<file path="config.mk">
export PLATFORM = sky130hd
export DESIGN_NAME = led_pattern_sequencer
export DESIGN_NICKNAME = d
export VERILOG_FILES = /design/src/rtl/led_pattern_sequencer.sv
export SDC_FILE = /design/constraint.sdc
export NUM_CORES = 1
export LEC_CHECK = 0
export CAP_MARGIN = 20
export CORE_ASPECT_RATIO = 1.2
export CORE_MARGIN = 3
export CORE_UTILIZATION = 50
export CTS_BUF_LIST = sky130_fd_sc_hd__clkbuf_4
export CTS_CLUSTER_DIAMETER = 200
export CTS_CLUSTER_SIZE = 28
export DETAILED_ROUTE_END_ITERATION = 6
export GPL_TIMING_DRIVEN = 0
export PLACE_DENSITY = 0.7
export REMOVE_ABC_BUFFERS = 1
export SLEW_MARGIN = 25
export SYNTH_ARGS = -nofsm -noshare
export SYNTH_HDL_FRONTEND = slang
export SYNTH_SLANG_ARGS = --single-unit
</file>
<file path="constraint.sdc">
create_clock -name i_clk -period 4.2 [get_ports i_clk]
set_input_delay 0.42 -clock i_clk [delete_from_list [all_inputs] [get_ports i_clk]]
set_output_delay 0.42 -clock i_clk [all_outputs]
set_load 0.05 [all_outputs]
</file>
<file path="src/rtl/led_pattern_sequencer.sv">
// led_pattern_sequencer: steps a 4-LED background pattern on a prescaled tick and lends the bank to one override requester
//  i_clk        system clock
//  i_rst        synchronous active-high reset
//  i_mode       background pattern select (0 shift-fill, 1 running light, 2 blink, 3 off)
//  i_mode_load  strobe: latch i_mode and restart the background pattern
//  i_ovr_req    override request level, held until o_ovr_ack
//  i_ovr_pat    override pattern, captured in the accept cycle
//  o_ovr_ack    one-cycle pulse after an override is accepted
//  o_ovr_busy   high while the override owns the LEDs
//  o_led        registered LED drive, 1 = on
module led_pattern_sequencer #(
  parameter int STEP_CYCLES = 25_000_000,
  parameter int OVR_STEPS   = 4,
  parameter int CNT_W       = 25
) (
  input  logic       i_clk,
  input  logic       i_rst,
  input  logic [1:0] i_mode,
  input  logic       i_mode_load,
  input  logic       i_ovr_req,
  input  logic [3:0] i_ovr_pat,
  output logic       o_ovr_ack,
  output logic       o_ovr_busy,
  output logic [3:0] o_led
);
  localparam int SW = OVR_STEPS > 1 ? $clog2(OVR_STEPS) : 1;
  localparam logic [CNT_W-1:0] LAST_CNT = CNT_W'(STEP_CYCLES - 1);
  localparam logic [SW-1:0] LAST_STEP = SW'(OVR_STEPS - 1);
  typedef enum logic {PATTERN, OVERRIDE} state_t;
  state_t r_state, w_next;
  logic [CNT_W-1:0] r_cnt;
  logic [SW-1:0] r_steps;
  logic [1:0] r_mode;
  logic [3:0] r_bg, r_led, r_ovr, w_bg_init, w_bg_step, w_bg_next, w_led_next;
  logic r_ack, w_tick, w_accept, w_step, w_done;
  assign w_tick   = r_cnt == LAST_CNT;
  assign w_accept = r_state == PATTERN && i_ovr_req;
  // a tick landing on a prescaler clear (mode load or accept) is dropped
  assign w_step   = w_tick && !i_mode_load && !w_accept;
  assign w_done   = r_state == OVERRIDE && w_step && r_steps == LAST_STEP;
  always_ff @(posedge i_clk)
    if (i_rst) r_state <= PATTERN;
    else r_state <= w_next;
  always_comb begin
    w_next = r_state;
    if (w_accept) w_next = OVERRIDE;
    else if (w_done) w_next = PATTERN;
  end
  always_comb begin
    w_bg_init  = i_mode == 2'd1 ? 4'b0001 : i_mode == 2'd3 ? 4'b0000 : 4'b1111;
    w_bg_step  = r_mode == 2'd0 ? (r_bg == 4'b0000 ? 4'b1111 : {r_bg[2:0], 1'b0}) :
                 r_mode == 2'd1 ? {r_bg[2:0], r_bg[3]} :
                 r_mode == 2'd2 ? ~r_bg : 4'b0000;
    w_bg_next  = i_mode_load ? w_bg_init : (r_state == PATTERN && w_step) ? w_bg_step : r_bg;
    // the LED register follows the owner of the bank after this edge
    w_led_next = w_next == OVERRIDE ? (w_accept ? i_ovr_pat : r_ovr) : w_bg_next;
  end
  always_ff @(posedge i_clk) begin
    if (i_rst) begin
      r_cnt   <= '0;
      r_mode  <= 2'd0;
      r_bg    <= 4'b1111;
      r_led   <= 4'b1111;
      r_ovr   <= 4'b0000;
      r_steps <= '0;
      r_ack   <= 1'b0;
    end else begin
      r_cnt <= (i_mode_load || w_accept || w_tick) ? '0 : r_cnt + CNT_W'(1);
      if (i_mode_load) r_mode <= i_mode;
      r_bg  <= w_bg_next;
      r_led <= w_led_next;
      r_ack <= w_accept;
      if (w_accept) begin
        r_ovr   <= i_ovr_pat;
        r_steps <= '0;
      end else if (r_state == OVERRIDE && w_step) r_steps <= r_steps + SW'(1);
    end
  end
  assign o_ovr_ack  = r_ack;
  assign o_ovr_busy = r_state == OVERRIDE;
  assign o_led      = r_led;
endmodule

</file>
==> PnR_summary.wiki, run 1 <==
{| class="wikitable"
! Metric !! Value
|-
| Fraction of layout cells with a size suffix above 1 || 0.0729
|-
| Chip Width || around 64 um
|-
| First-pass GRT wire length || between 6000 and 7000 um
|-
| Maximum fanout along the worst path || 15
|-
| Area growth syn-to-layout || 11.9%
|-
| Worst path slowest cell || sky130_fd_sc_hd__clkdlybuf4s50_1
|-
| Buffer type at the clock tree root || sky130_fd_sc_hd__clkbuf_4
|-
| Final max-slew violation count || 0
|-
| Clk pin slew, worst setup/hold paths || roughly 0.12 ns
|-
| Congestion Overflow GR || 0
|-
| Synth area leader || sky130_fd_sc_hd__dfxtp_1
|-
| Top-area cell type share of the netlist area || 0.428
|-
| Share of synthesized area occupied by flip-flops and latches || 0.428
|-
| Slowest stage delay, CP || a little under 0.9 ns
|-
| Status || finished, final reports clean
|-
| Prevailing post-synth register cell || sky130_fd_sc_hd__dfxtp_1
|-
| Synthesized instance count || between 200 and 250
|-
| Hold buffers post-CTS || 0
|-
| CTS Buf Count || 5
|-
| Post-route fraction of the period consumed by the critical path || 0.544
|-
| Die ar. || 0.00482 mm^2
|-
| Design area || roughly 0.0022 mm^2
|-
| Fraction of power spent switching nets || 0.233
|-
| Achievable frequency || between 400 and 500 MHz
|-
| Filler cell count in the final layout || 359
|-
| DR vias || about 1,600
|-
| Transition at the pin with the smallest max-transition slack || around 0.89 ns
|-
| Area occupied by multi-input gates || 0.00108 mm^2
|-
| Fin Setup TNS || 0 ns
|-
| Final setup violation count || 0
|-
| Number of top-level pins || 16
|-
| WL/cell || 12.7 um
|-
| Endpoint type of the worst setup path || output pin
|-
| Setup repair after global routing missed its margin || false
|-
| Number of warnings printed during yosys synthesis || 0
|-
| Final nets || ~260
|-
| Post-CTS Setup Repair Bufs || 0
|-
| Part of the power in registers || 0.571
|-
| Row count || 24
|-
| Cell area after technology mapping || approximately 0.002 mm^2
|-
| Initial antenna violation count || 0
|-
| Filler-free cell count of the finished design || roughly 300
|-
| Int Pwr || a little under 600 uW
|-
| Clock buffer depth || 2
|-
| Maximum level of the CTS H-tree || 2
|-
| Starting DRT DRC Count || 82
|-
| Number of instances in the placed design || around 290
|-
| DRC || 0
|-
| Fin. Hold Viols || 0
|-
| Setup slack after placement || ~1.6 ns
|-
| CP delay by family, top || buffers and inverters
|-
| Number of synthesized flops with an enable pin || 0
|-
| Half-perimeter wire length of the detailed placement result || 2700 um
|-
| Die Span Y || 75.4 um
|-
| P_leak || between 0.7 and 0.8 nW
|-
| Ratio of routed vias to standard cells || about 5.5
|-
| Net switching power || 175 uW
|-
| Required time worst endpoint || approximately 3.8 ns
|-
| Relative max-transition margin || 0.399
|-
| Standard cell area after detailed placement || around 0.0022 mm^2
|-
| Vias in the first global route || 1,554
|-
| Weighted congestion reported at the end of routability-driven placement || 0.802
|-
| Resized Gates After CTS || 0
|-
| Pin count of the biggest net entering global routing || 25
|-
| Placeable Area || between 0.003 and 0.004 mm^2
|-
| Antenna cells || 0
|-
| Global-route usage over all layers || 0.172
|-
| Buffers and inverters on the worst path || 1
|-
| Clk_skew || 0.0168 ns
|-
| Number of synthesized register bits || 43
|-
| Overall Power || roughly 750 uW
|-
| Post-Syn Area per Cell || 8.59 um^2
|-
| IO Port Bufs || 15
|-
| Number of maximum-capacitance violations || 0
|-
| FFs w/ async S/R, synth || 0
|-
| Clk pwr share || 0.334
|-
| Worst hold path type || reg -> reg
|-
| Storage element area || roughly 860 um^2
|-
| TritonCTS Sinks || 43
|-
| First-pass iteration count of the detailed router || 4
|-
| WL final || 3810 um
|-
| Clock period minus final worst setup slack || between 2 and 2.5 ns
|-
| PwrDens || 334 mW/mm^2
|-
| Worst-path cell chain || clkdlybuf4s50_1
|-
| CP Data Arrival Time || around 1.9 ns
|-
| Effective utilization at floorplan || 0.535
|-
| Number of different library cells in the post-synthesis netlist || 37
|-
| Min setup slack post-route || 1.91 ns
|-
| Clock Latency Late Sink || 0.34 ns
|-
| Fraction of power consumed by combinational cells || 0.096
|-
| Antenna-violating nets left || 0
|-
| Worst setup path category || reg -> out
|-
| Maximum ir drop on the vdd rail || 0.210 mV
|-
| Leading cell types by total area after synthesis || sky130_fd_sc_hd__dfxtp_1, sky130_fd_sc_hd__nor2_1, sky130_fd_sc_hd__xor2_1
|-
| CTS tree || done
|-
| Kind of start point of the critical path || flip-flop
|}
## registers in the layout (all words and copies together) (netlist names)
register	cells
r_cnt	25
o_led	4
r_bg	4
r_ovr	4
r_mode	2
r_steps	2
o_ovr_ack	1
o_ovr_busy	1
## stage by stage
| stage | utilization | hold WS (ns) |
|---|---|---|
| detailed placement | 0.579 | 0.448 |
| finish | 0.599 | 0.471 |
| global route | 0.599 | 0.488 |
| global placement | 0.579 | 0.443 |
| floorplan | - | 0.430 |
| CTS | 0.599 | 0.473 |
## cell usage after synthesis (all sizes together) (7+ instances only)
master  count
nor3        9
xnor2       7
nor2       42
mux2i       7
xor2       16
nand4       9
nand2      24
dfxtp      43
nand3      14
a21oi      12
## power by group through the flow
| stage | clock network [mW] | logic (mW) | registers (mW) |
|---|---|---|---|
| 2_1_floorplan | 0 | 0.0266 | 0.453 |
| 5_1_grt | 0.277 | 0.0788 | 0.431 |
| 4_1_cts | 0.261 | 0.0730 | 0.429 |
| 6_report | 0.251 | 0.0718 | 0.429 |
| 3_5_place_dp | 0 | 0.0727 | 0.438 |
| 3_3_place_gp | 0 | 0.0721 | 0.438 |
## cells in the final DEF (no fill, tap or decap), types with 4 or more instances in the layout
cell type and n:
sky130_fd_sc_hd__clkbuf_4 6, sky130_fd_sc_hd__inv_1 4, sky130_fd_sc_hd__xnor2_1 7, sky130_fd_sc_hd__nand3_1 13
sky130_fd_sc_hd__nor3_1 7, sky130_fd_sc_hd__a21oi_1 12, sky130_fd_sc_hd__a21o_2 4, sky130_fd_sc_hd__and3_1 4
sky130_fd_sc_hd__mux2i_1 7, sky130_fd_sc_hd__nand4_1 9, sky130_fd_sc_hd__clkdlybuf4s50_1 15, sky130_fd_sc_hd__o21ai_0 5
sky130_fd_sc_hd__xor2_1 16, sky130_fd_sc_hd__nand2_1 24, sky130_fd_sc_hd__dfxtp_1 43, sky130_fd_sc_hd__nor2_1 42
## cell type report
type / count / share of cell area
clock inverter: 1 / 0.0134
tap: 52 / 0.0289
timing repair buffer: 15 / 0.0668
inverter: 4 / 0.00668
clock buffer: 6 / 0.0200
multi-input combinational: 178 / 0.481
sequential: 43 / 0.383
## final timing paths
path / from / to / slack [ns] / depth (start not counted)
max: o_ovr_busy / o_ovr_busy / 1.91 / 1
min: r_ovr[1] / r_ovr[1] / 0.47 / 2
max reg2reg: r_cnt[0] / r_cnt[17] / 2.05 / 6
min reg2reg: r_ovr[1] / r_ovr[1] / 0.47 / 2
## metal layers
metal  global-route usage  vias to the layer above  wire, um
met5                    0                        -         0
met4               0.0887                        0        70
met3               0.0472                        9       163
met2                0.302                       28      1910
met1                0.193                      766      1670
li1                     -                      839         -
## cells by family after synthesis
kind of cell,after synthesis,synth area share
flops,43,0.428
xor+xnor,23,0.100
buf+inv,13,0.0330
simple gates,115,0.289
compound gates,31,0.102
fa+ha+maj,2,0.0125
mux,7,0.0349
No activity file was read; power rests on OpenSTA's default activity.
==> run 2: changes to the inputs <==
PLACE_DENSITY = 0.73   (was 0.7)
clock period = 1.9 ns   (was 4.2 ns; I/O delays follow)
==> run 2 against run 1 <==
- cell count unchanged
- first-iteration DRC count increased by 3.7%
- clock-buffer cell count decreased by 1
- utilization increased by 0.77 points
- worst hold slack got worse by 0.065 ns
- via count decreased by 1.0%
- sequential power increased by 120%
- cell area increased by 1.3%
- register-to-register slack got worse by 2.0 ns
==> PnR_summary.wiki, run 2 (synthesized netlist as in run 1, its figures left out) <==
{| class="wikitable"
! Metric !! Value
|-
| Antenna-violating nets left || 0
|-
| Hold path depth || 3
|-
| Final setup violation count || 0
|-
| Filler-free cell count of the finished design || 299
|-
| Maximum ir drop on the vdd rail || about 0.37 mV
|-
| Endpoint type of the worst setup path || flip-flop
|-
| P_leak || roughly 0.8 nW
|-
| IO Port Bufs || 15
|-
| Maximum fanout along the worst path || 4
|-
| Row count || 24
|-
| Clock Latency Late Sink || around 0.35 ns
|-
| Endpoint of the worst hold-timing path || r_ovr[2]
|-
| Clk_skew || approximately 0.012 ns
|-
| Filler cell count in the final layout || ~350
|-
| Clock buffer depth || 2
|-
| Pin count of the biggest net entering global routing || 25
|-
| Relative max-transition margin || 0.550
|-
| Area growth syn-to-layout || 13.3%
|-
| Standard cell area after detailed placement || 0.00217 mm^2
|-
| Fin. Hold Viols || 0
|-
| Required time worst endpoint || 2.13 ns
|-
| Worst path slowest cell || sky130_fd_sc_hd__dfxtp_2
|-
| Congestion Overflow GR || 0
|-
| Ratio of routed vias to standard cells || about 5.4
|-
| First-pass iteration count of the detailed router || 4
|-
| RR Startpoint || r_cnt[0]
|-
| DR vias || 1,625
|-
| PwrDens || 667 mW/mm^2
|-
| Fin Setup TNS || 0 ns
|-
| Effective utilization at floorplan || 0.535
|-
| Clock period minus final worst setup slack || about 1.8 ns
|-
| Worst-path cell chain || ha_2 -> nand2_2 -> nor4_4 -> and4_4 -> mux2i_1 -> o21ai_0
|-
| Most frequent standard cell in the layout excluding fill and tap cells || sky130_fd_sc_hd__nor2_1
|-
| Number of instances in the placed design || between 200 and 300
|-
| Final nets || 259
|-
| Worst flop-to-flop path endpoint || r_bg[3]
|-
| Post-route fraction of the period consumed by the critical path || 0.967
|-
| Achievable frequency || approximately 540 MHz
|-
| Buffer type at the clock tree root || sky130_fd_sc_hd__clkbuf_4
|-
| Clk pin slew, worst setup/hold paths || roughly 0.12 ns
|-
| Die ar. || between 0.004 and 0.005 mm^2
|-
| Fraction of layout cells with a size suffix above 1 || 0.121
|-
| Design area || about 0.0023 mm^2
|-
| Starting DRT DRC Count || 85
|-
| Most frequent cells in the layout || sky130_fd_sc_hd__nor2_1, sky130_fd_sc_hd__dfxtp_1, sky130_fd_sc_hd__nand2_1, sky130_fd_sc_hd__xor2_1, sky130_fd_sc_hd__clkdlybuf4s50_1
|-
| WL/cell || between 10 and 15 um
|-
| First-pass GRT wire length || ~6400 um
|-
| Worst setup path category || reg -> reg
|-
| Status || finished, final reports clean
|-
| Worst hold path type || in -> reg
|-
| Min-Delay Startpoint || i_ovr_pat[2]
|-
| Die Span Y || around 75 um
|-
| Final max-slew violation count || 0
|-
| Antenna cells || 0
|-
| Number of maximum-capacitance violations || 0
|-
| Vias in the first global route || ~1,500
|-
| Storage element area || 866 um^2
|-
| Buffers and inverters on the worst path || 0
|-
| Setup slack of the worst register-to-register path || between 0.06 and 0.07 ns
|-
| Maximum level of the CTS H-tree || 2
|-
| Transition at the pin with the smallest max-transition slack || between 0.6 and 0.7 ns
|-
| CP delay by family, top || simple AND/OR/NAND/NOR gates
|-
| CTS tree || done
|-
| Chip Width || between 60 and 70 um
|-
| Area occupied by multi-input gates || around 0.0011 mm^2
|-
| Global-route usage over all layers || 0.170
|-
| DRC || 0
|-
| TritonCTS Sinks || 43
|-
| Weighted congestion reported at the end of routability-driven placement || roughly 0.8
|-
| Crit path launch || r_cnt[0]
|-
| Initial antenna violation count || 0
|-
| CP Data Arrival Time || approximately 2.1 ns
|-
| Number of top-level pins || 16
|-
| Kind of start point of the critical path || flip-flop
|-
| WL final || roughly 3800 um
|-
| CTS Buf Count || 5
|-
| Path depth of the worst reg2reg path || 6
|-
| Placeable Area || approximately 0.0038 mm^2
|-
| Slowest stage delay, CP || 0.37 ns
|-
| Number of flip-flops under the largest register name || 25
|-
| Half-perimeter wire length of the detailed placement result || 2740 um
|-
| Register with the most flip-flops || r_cnt
|}
## run 2: cell types whose count changed in the layout (fill, tap and decap cells not counted), moves of 2 or more
cell | before | now
sky130_fd_sc_hd__dfxtp_1 | 43 | 39
sky130_fd_sc_hd__and4_1 | 2 | 0
sky130_fd_sc_hd__nand2_1 | 24 | 22
sky130_fd_sc_hd__and4_4 | 0 | 2
sky130_fd_sc_hd__dfxtp_2 | 0 | 4
## run 2: layout make-up
cell class	count	area share
repair buffers	15	0.0654
flip-flops and latches	43	0.380
clock buffers	5	0.0165
clock inverters	2	0.00385
inverters	4	0.00659
well taps	52	0.0286
multi-input cells	178	0.499
## run 2: worst max path at each step
stage,endpoint,slack (ns),cells past startpoint
after CTS,r_bg[0],0.01,4
after global placement,r_cnt[24],-0.48,5
final,r_bg[3],0.06,6
after detailed placement,r_cnt[8],-0.48,5
after global routing,o_led[1],-0.01,6
after floorplan,r_cnt[10],0.03,4
## run 2: stage by stage
step	hold WS, ns	total power [mW]	utilization	setup slack (ns)
after floorplan	0.259	1.06	-	0.0281
after global placement	0.444	1.13	0.579	-0.477
after detailed placement	0.449	1.13	0.579	-0.481
after CTS	0.402	1.53	0.596	0.0140
after global routing	0.413	1.59	0.607	-0.0142
final	0.407	1.52	0.607	0.0628
## run 2: power by group
part | internal, mW | switching, mW
Clock | 0.131 | 0.278
Combinational | 0.0638 | 0.0970
Sequential | 0.927 | 0.0225
## run 2: layer usage
layer,up-vias,track usage,wire [um]
met5,-,0,0
met4,0,0.0815,58
met3,6,0.0457,130
met2,22,0.313,1940
met1,759,0.181,1690
li1,838,-,-
## run 2: worst register-to-register path, delay by kind of cell (launching register included)
family	cells	cell delay [ns]
and+or+nand+nor	3	0.75
DFF	1	0.37
muxes	1	0.28
adders and majority gates	1	0.22
AOI/OAI and AO/OA	1	0.11
## run 2: what timing repair did
action	CTS	global route
pin swaps	1	2
hold buffers	0	0
resized for setup	8	11
endpoints found under the setup margin	35	34
setup buffers	0	0
==> run 3: changes to the inputs <==
CTS_CLUSTER_SIZE = 30   (was 28)
==> results of run 3 <==
Final layout, timing and power as in run 2 (identical DEF).
